==> src/rtl/mult_pkg.sv <==
// Shared sizing defaults and shift-direction type for the sequential multiplier datapath.
package mult_pkg;

    localparam int DEF_IN_W    = 8;
    localparam int DEF_LEFT_W  = 14;
    localparam int DEF_RIGHT_W = 8;

    typedef enum logic {
        SHIFT_LEFT  = 1'b0,
        SHIFT_RIGHT = 1'b1
    } dir_e;

endpackage

==> src/rtl/dir_shift_reg.sv <==
// Loadable one-direction logical shift register; load wins over shift_en, zero fill on shift.
module dir_shift_reg
    import mult_pkg::*;
#(
    parameter int   WIDTH = DEF_LEFT_W,
    parameter int   IN_W  = DEF_IN_W,
    parameter dir_e DIR   = SHIFT_LEFT
) (
    input  logic             clk,
    input  logic             rst,
    input  logic             load,
    input  logic             shift_en,
    input  logic [IN_W-1:0]  d_in,
    output logic [WIDTH-1:0] q
);

    generate
        if (WIDTH < IN_W) begin : g_width_check
            $error("dir_shift_reg: WIDTH must be >= IN_W");
        end
    endgenerate

    // Bits pushed out of either end are dropped, so repeated shifts saturate at zero.
    always_ff @(posedge clk or posedge rst) begin
        if (rst) begin
            q <= '0;
        end else if (load) begin
            q <= WIDTH'(d_in);
        end else if (shift_en) begin
            if (DIR == SHIFT_LEFT) begin
                q <= q << 1;
            end else begin
                q <= q >> 1;
            end
        end
    end

endmodule

==> src/rtl/operand_shift_unit.sv <==
// Paired multiplicand/multiplier shifters with current-bit and done decode for the multiplier controller.
module operand_shift_unit
    import mult_pkg::*;
#(
    parameter int IN_W    = DEF_IN_W,
    parameter int LEFT_W  = DEF_LEFT_W,
    parameter int RIGHT_W = DEF_RIGHT_W
) (
    input  logic               clk,
    input  logic               rst,
    input  logic [IN_W-1:0]    left_in,
    input  logic [IN_W-1:0]    right_in,
    input  logic               load,
    input  logic               shift_en,
    output logic [LEFT_W-1:0]  left_out,
    output logic [RIGHT_W-1:0] right_out,
    output logic               right_lsb,
    output logic               right_zero
);

    // load and shift_en are level commands sampled every rising edge; there is no handshake.
    dir_shift_reg #(
        .WIDTH (LEFT_W),
        .IN_W  (IN_W),
        .DIR   (SHIFT_LEFT)
    ) u_left (
        .clk      (clk),
        .rst      (rst),
        .load     (load),
        .shift_en (shift_en),
        .d_in     (left_in),
        .q        (left_out)
    );

    dir_shift_reg #(
        .WIDTH (RIGHT_W),
        .IN_W  (IN_W),
        .DIR   (SHIFT_RIGHT)
    ) u_right (
        .clk      (clk),
        .rst      (rst),
        .load     (load),
        .shift_en (shift_en),
        .d_in     (right_in),
        .q        (right_out)
    );

    assign right_lsb  = right_out[0];
    assign right_zero = (right_out == '0);

endmodule

==> config.mk <==
export PLATFORM = sky130hd
export DESIGN_NAME = operand_shift_unit
export DESIGN_NICKNAME = d
export VERILOG_FILES = /design/src/rtl/mult_pkg.sv /design/src/rtl/dir_shift_reg.sv /design/src/rtl/operand_shift_unit.sv
export SDC_FILE = /design/constraint.sdc
export NUM_CORES = 1
export LEC_CHECK = 0
export CORE_MARGIN = 4
export CORE_UTILIZATION = 35
export CTS_CLUSTER_SIZE = 24
export DETAILED_ROUTE_END_ITERATION = 8
export PLACE_DENSITY = 0.67
export SLEW_MARGIN = 5
export SYNTH_ARGS = -nofsm -noshare
export SYNTH_HDL_FRONTEND = slang
export SYNTH_SLANG_ARGS = --single-unit
export TNS_END_PERCENT = 30
==> constraint.sdc <==
create_clock -name clk -period 2.6 [get_ports clk]
set_clock_uncertainty 0.05 [all_clocks]
set_input_delay 0.26 -clock clk [delete_from_list [all_inputs] [get_ports clk]]
set_output_delay 0.26 -clock clk [all_outputs]
set_load 0.005 [all_outputs]
==> results.tsv <==
metric	value	unit
Min Hold Slack	0.352	ns
total track usage	0.127	
max incr delay on CP	0.55	ns
gpl congestion	0.738	
Rows	19	
H-tree levels	1	
Mapped Area	0.00100	mm^2
Post-CTS Hold Buffers	0	
switch share	0.242	
part of the power in combinational logic	0.212	
Post-CTS Setup Bufs	0	
Clk Latency, worst-skew pair	0.30	ns
crit-path max FO	4	
TritonCTS Sinks	22	
DRT antenna net count	0	
Static Leakage	0.000667	uW
Net Switching	177	uW
final setup violation count	0	
Core ar.	0.00276	mm^2
hpwl dp	1620	um
num ports	44	
layout cells sized above 1	0.0448	
first-pass GRT wire length	3620	um
Syn Inst Count	93	
Syn Area/Cell	10.8	um^2
share of power burned in registers	0.537	
Die Area	0.00378	mm^2
Final min period	2.18	ns
drt first pass iters	4	
post-DR wirelength/cell	13.7	um
Synthesized Nets	113	
Max stage delay cell, worst path	or4_1	
Port-buffer cells	43	
Iter 0 DRT Violations	24	
initial antenna violation count	0	
RSZ-0062 raised after global routing	false	
drt total wl	2270	um
clock buffer depth	2	
clock buffers created by TritonCTS	3	
Post-CTS Resized	0	
Final Cycle Share	0.839	
Syn-to-layout area delta	46.3	%
Slew @ Worst Pin	0.804	ns
final slew viol count	0	
Slew headroom	0.464	
critical path required time	2.29	ns
kind of critical path	register to primary output	
TritonCTS clock tree	done	
Warnings, synthesis	0	
arrival time worst endpoint	1.87	ns
Die H	61.5	um
number of remaining DRC errors	0	
Synth cell types	13	
status	complete, no violations	
Fill cells	257	
clock share of power	0.251	
worst hold-check path type	input port to asynchronous set/reset pin	
R2R setup slack	1.78	ns
Die W	61.5	um
Crit. End Element	primary output	
Via density	4.88	
crit-path cells	or4_1 -> nor2_1 -> clkdlybuf4s50_1	
Clock transition at path regs	0.12	ns
Total Neg Setup Slack	0	ns
n_diodes	0	
vias in the first global route	803	
fmax	458	MHz
Root Driver	clkbuf_4	
Post-layout nets	155	
DR vias	806	
pwr/cell area	498	mW/mm^2
Synth Register Bits	22	
largest net degree at the start of global routing	39	
Worst Setup Start Kind	register	
Seq/Total Area, Yosys	0.549	
peak supply drop	0.369	mV
Initial Util	0.363	
Power Internal	553	uW
Final Hold Vio Count	0	
Max Cap Viol	0	
grt total ovfl	0	
## cell usage in the layout, fill, tap and decap left out
cell             count
mux2i_1             20
dfrtp_1             22
buf_4                2
a22o_1               1
clkbuf_8             1
nand2b_1             1
or4_1                2
nand2_1             15
nor2_1               8
clkbuf_4             3
o21ai_0             15
clkdlybuf4s50_1     43
inv_1                1
## power groups by stage
stage / Sequential [uW] / Clock, uW / Combinational [uW]
after floorplan: 397 / 0 / 63.6
after global placement: 397 / 0 / 157
after detailed placement: 399 / 0 / 158
after CTS: 392 / 190 / 159
after global routing: 397 / 204 / 172
final: 392 / 183 / 155
## cell type report
type	instances	area [um^2]	share of cell area
clock buffers	4	36.3	0.0247
repair buffers	45	445	0.304
flip-flops and latches	22	551	0.375
inverters	1	3.75	0.00256
well taps	31	38.8	0.0265
multi-input cells	62	392	0.267
## critical path, delay by kind of cell (launching register included)
kind	cells	cell delay (ns)
and+or+nand+nor	2	0.65
buffers and inverters	1	0.50
DFF	1	0.42
## per-stage QoR
step | cells | instance area [um^2] | total power, uW | utilization | worst slack [ns]
detailed placement | 161 | 1430 | 557 | 0.519 | 0.752
floorplan | 93 | 1000 | 461 | - | 1.26
global route | 165 | 1470 | 773 | 0.532 | 0.314
global placement | 161 | 1430 | 554 | 0.519 | 0.769
finish | 165 | 1470 | 730 | 0.532 | 0.417
CTS | 165 | 1470 | 742 | 0.532 | 0.405
## worst paths after layout
path                                end  cells past startpoint         start
max                          right_zero                      3  u_right.q[4]
min                         u_left.q[6]                      2           rst
max reg2reg                 u_left.q[2]                      2   u_left.q[1]
min reg2reg                u_left.q[13]                      2  u_left.q[13]
max in group asynchronous  u_right.q[7]                      2           rst
min in group clk           u_right.q[3]                      3   right_in[3]
## sequential cells by signal, summed over array words and instances (netlist names)
| register | count |
|---|---|
| u_left.q | 14 |
| u_right.q | 8 |
## routing by layer
metal,global-route usage,routed length [um]
met2,0.197,1110
met3,0.0377,141
met1,0.174,998
met4,0.0273,17
met5,0,0
## synthesized netlist by cell type
cell type | instances | share of area
buf_6 | 2 | 0.022
or4_1 | 2 | 0.015
nand2_1 | 15 | 0.056
nand2b_1 | 1 | 0.0062
inv_1 | 1 | 0.0037
nor2_1 | 8 | 0.030
buf_2 | 3 | 0.015
dfrtp_1 | 22 | 0.55
mux2i_1 | 20 | 0.20
o21ai_0 | 15 | 0.075
buf_4 | 2 | 0.015
a22o_1 | 1 | 0.0087
clkbuf_1 | 1 | 0.0037
## kinds of logic after synthesis
group                  count (synthesis)  share of synthesized area
and+or+nand+nor                       26                      0.107
DFF                                   22                      0.549
muxes                                 20                      0.200
AOI/OAI and AO/OA                     16                     0.0836
buffers and inverters                  9                     0.0599
Note: power is estimated with default switching activity, not from simulation.
